$ cat src/rtl/unsigned_mult_5x5.sv
// Registered unsigned multiplier: input register, explicit AND-array with
// ripple-carry adder rows, output register. Fixed two-cycle latency.
module unsigned_mult_5x5 #(
  parameter int WIDTH_A = 5,
  parameter int WIDTH_B = 5
) (
  input  logic                       clk,
  input  logic                       rst_n,
  input  logic [WIDTH_A-1:0]         dataa,
  input  logic [WIDTH_B-1:0]         datab,
  output logic [WIDTH_A+WIDTH_B-1:0] dataout
);

  logic [WIDTH_A-1:0]         r_a_q;
  logic [WIDTH_B-1:0]         r_b_q;
  logic [WIDTH_A+WIDTH_B-1:0] w_prod;

  // Stage 1: operand capture
  always_ff @(posedge clk or negedge rst_n) begin
    if (!rst_n) begin
      r_a_q <= '0;
      r_b_q <= '0;
    end else begin
      r_a_q <= dataa;
      r_b_q <= datab;
    end
  end

  // Each row's LSB is a finished product bit; the upper WIDTH_A bits carry
  // forward as the addend for the next partial-product row.
  for (genvar j = 0; j < WIDTH_B; j++) begin : g_row
    logic [WIDTH_A-1:0] w_pp;
    logic [WIDTH_A:0]   w_sum;

    assign w_pp = r_a_q & {WIDTH_A{r_b_q[j]}};

    if (j == 0) begin : g_first
      assign w_sum = {1'b0, w_pp};
    end else begin : g_add
      logic [WIDTH_A-1:0] w_x;
      assign w_x = g_row[j-1].w_sum[WIDTH_A:1];

      always_comb begin
        logic c;
        w_sum = '0;
        c     = 1'b0;
        for (int i = 0; i < WIDTH_A; i++) begin
          w_sum[i] = w_x[i] ^ w_pp[i] ^ c;
          c        = (w_x[i] & w_pp[i]) | (c & (w_x[i] ^ w_pp[i]));
        end
        w_sum[WIDTH_A] = c;
      end
    end

    assign w_prod[j] = w_sum[0];
  end

  assign w_prod[WIDTH_A+WIDTH_B-1:WIDTH_B] = g_row[WIDTH_B-1].w_sum[WIDTH_A:1];

  // Stage 2: product register
  always_ff @(posedge clk or negedge rst_n) begin
    if (!rst_n) dataout <= '0;
    else        dataout <= w_prod;
  end

endmodule

$ cat config.mk
export PLATFORM = sky130hd
export DESIGN_NAME = unsigned_mult_5x5
export DESIGN_NICKNAME = d
export VERILOG_FILES = /design/src/rtl/unsigned_mult_5x5.sv
export SDC_FILE = /design/constraint.sdc
export NUM_CORES = 1
export LEC_CHECK = 0
export BUFFER_PORTS_ARGS = -buffer_cell sky130_fd_sc_hd__buf_2
export CAP_MARGIN = 20
export CORE_UTILIZATION = 30
export DETAILED_ROUTE_END_ITERATION = 7
export MAX_ROUTING_LAYER = met4
export PLACE_DENSITY = 0.61
export SYNTH_ARGS = -nofsm -noshare
export SYNTH_HDL_FRONTEND = slang
export SYNTH_SLANG_ARGS = --single-unit
$ cat constraint.sdc
create_clock -name clk -period 5.2 [get_ports clk]
set_input_delay 1.3 -clock clk [delete_from_list [all_inputs] [get_ports clk]]
set_output_delay 1.3 -clock clk [all_outputs]
set_load 0.02 [all_outputs]
==> flow_summary.yaml <==
min_path:
  hold_class: "reg2reg"
clock_network:
  path_clk_slew_ps: 110
  clockRootBuffer: "clkbuf_4"
  cts_tree: "done"
  h-tree-depth: 1
  clockBufferDepth: 2
  cts_buffers: 3
  clock_sinks: 20
  clock_latency_ps: 300
final_layout:
  areaGrowthSynthToFinish_pct: 26.9
  post-route-util_pct: 40.0
  post_route_cells_drive_above_1_share_pct: 40.4
  antenna_cells: 0
  fillers: 344
  layout.nets: 142
floorplan:
  core_area_mm2: 0.00334
  num_rows: 21
  ios: 22
  dieArea_mm2: 0.00375
  dieHeight_um: 61.2
  die_w_um: 61.2
  initial_core_util_pct: 31.5
outcome:
  status: "completed"
logic_synthesis:
  seq_area_frac_synth_pct: 47.6
  ys_types: 6
  synth_area_leader_cell: "dfrtp_1"
  synth_top_area_share_pct: 47.6
  synth_area_mm2: 0.00105
  synth-seq-cells: 20
  synth_area_per_cell_um2: 13.3
  yosys_warnings: 0
  syn_inst: 79
  synth_nets: 111
  synth.area.top_cells: "dfrtp_1, fa_1, and2_1"
route:
  postRouteAntennaNets: 0
  vias_per_cell: 4.08
  dr.pass1.iters: 4
  wl_per_cell_um: 10.3
  drc: 0
  drtIter0Drc: 7
  routed_wl_um: 1590
  num_vias: 632
setup_path:
  timing.critical_path.to: "dataout[8]$_DFF_PN0_"
  r2r_start: "r_b_q[1]$_DFF_PN0_"
  reg2reg_to: "dataout[8]$_DFF_PN0_"
  cp-end-kind: "flop"
  worstPathMaxFanout: 2
  regToRegSetupSlack_ps: 150
  critical_path_class: "reg2reg"
  crit_start: "r_b_q[1]$_DFF_PN0_"
  worst_ep_arrival_time_ps: 5260
  crit_required_ps: 5410
  ff2ff_path_depth: 16
  cp-start-kind: "flop"
sta:
  fmax_mhz: 198
  hold_viol_final: 0
  period_share_pct: 97.1
  max_slew.worst_pin.slew_ps: 443
  final.setup.tns_ps: 0
  rsz0062_at_grt: "yes"
  fin_ws_ps: 149
  slew_headroom_pct: 70.5
  fin_worst_skew_ps: 1.73
  hold_slack_ps: 608
  setup_viol: 0
  fin_crit_ps: 5050
  maxSlewViolCount: 0
global_routing:
  antenna_found_initial: 0
  grt_pass1_vias: 610
  grt_pass1_wl_um: 2730
  grt_max_degree: 21
  grt_usage_pct: 10.7
  overflow: 0
pwr:
  ir_drop_v: 0.000102
  power.leakage_nw: 0.662
  power.density_mw_per_mm2: 343
placed_design:
  dp_hpwl_um: 1250
  pre_cts_ws_ps: -173
  gp_congestion: 0.762
  portBuffers: 21
flow_run:
  maxCapViolCount: 0
## logic make-up (layout without fill, tap and decap cells)
logic type,after synthesis,count (layout),synth area share (%)
simple gates,25,25,13.0
flops,20,20,47.6
fa+ha+maj,20,20,34.5
buf+inv,14,44,4.99
## power by group
| part | total [W] | switching, W | internal [W] |
|---|---|---|---|
| sequential | 0.000190 | 0.00000744 | 0.000183 |
| clock | 0.000127 | 0.0000487 | 0.0000779 |
| combinational | 0.000141 | 0.0000842 | 0.0000573 |
## state kept, by name (all words and copies together) (netlist names)
| name | count |
|---|---|
| r_a_q | 5 |
| r_b_q | 5 |
| dataout | 10 |
## cell usage in the layout (no fill, tap or decap)
cell       count
fa_2          11
dfrtp_1       20
fa_1           4
nand2_1        8
bufinv_16      1
ha_1           5
clkbuf_4       3
and2_1        16
buf_4          5
inv_2          2
buf_2         21
inv_1         12
and2_4         1
## synth_stat cells, drive strengths merged
library cell / n
and2: 17
dfrtp: 20
fa: 15
ha: 5
inv: 14
nand2: 8
## critical path, cell delays in order, from the launching register on
cell and delay [ps]:
dfrtp_1 370, and2_4 140, ha_1 130, inv_1 50, fa_2 330, fa_2 520, inv_1 50, fa_2 340
fa_2 420, fa_2 360, fa_2 410, fa_2 390, fa_1 500, inv_2 40, fa_2 370, fa_1 480
inv_1 40
## metrics by stage
stage | cell area [um2] | std cells | total power [W]
2_1_floorplan | 1060 | 79 | 0.000286
3_3_place_gp | 1250 | 150 | 0.000329
3_5_place_dp | 1250 | 150 | 0.000332
4_1_cts | 1330 | 155 | 0.000466
5_1_grt | 1340 | 155 | 0.000496
6_report | 1340 | 155 | 0.000458
## cell type report
cell class              count  area, um2  area share [%]
clock buffers               3       22.5            1.69
clock inverters             1       30.0            2.25
inverters                  14       52.6            3.94
multi-input cells          45        529            39.6
flip-flops and latches     20        500            37.5
well taps                  46       57.6            4.31
repair buffers             26        143            10.7
## worst min path at each step
stage | cells after the start | endpoint | slack, ps | from
2_1_floorplan | 1 | dataout[0]$_DFF_PN0_ | 490 | r_a_q[0]$_DFF_PN0_
3_3_place_gp | 1 | dataout[0]$_DFF_PN0_ | 540 | r_b_q[0]$_DFF_PN0_
3_5_place_dp | 1 | dataout[0]$_DFF_PN0_ | 550 | r_b_q[0]$_DFF_PN0_
4_1_cts | 2 | dataout[0]$_DFF_PN0_ | 610 | r_a_q[0]$_DFF_PN0_
5_1_grt | 2 | dataout[0]$_DFF_PN0_ | 650 | r_b_q[0]$_DFF_PN0_
6_report | 2 | dataout[0]$_DFF_PN0_ | 610 | r_a_q[0]$_DFF_PN0_
## what timing repair did
action | in CTS | in global routing
hold endpoints to repair | 0 | 0
gates resized for setup | 7 | 5
endpoints found under the setup margin | 2 | 2
hold buffers | 0 | 0
pin swaps | 4 | 11
setup buffers | 1 | 0
## routing by layer
| metal | routed length [um] | track usage, % |
|---|---|---|
| met4 | 21 | 5.84 |
| met5 | 0 | - |
| met1 | 693 | 13.1 |
| met3 | 57 | 1.89 |
| met2 | 818 | 16.6 |
No activity file was read; power rests on OpenSTA's default activity.
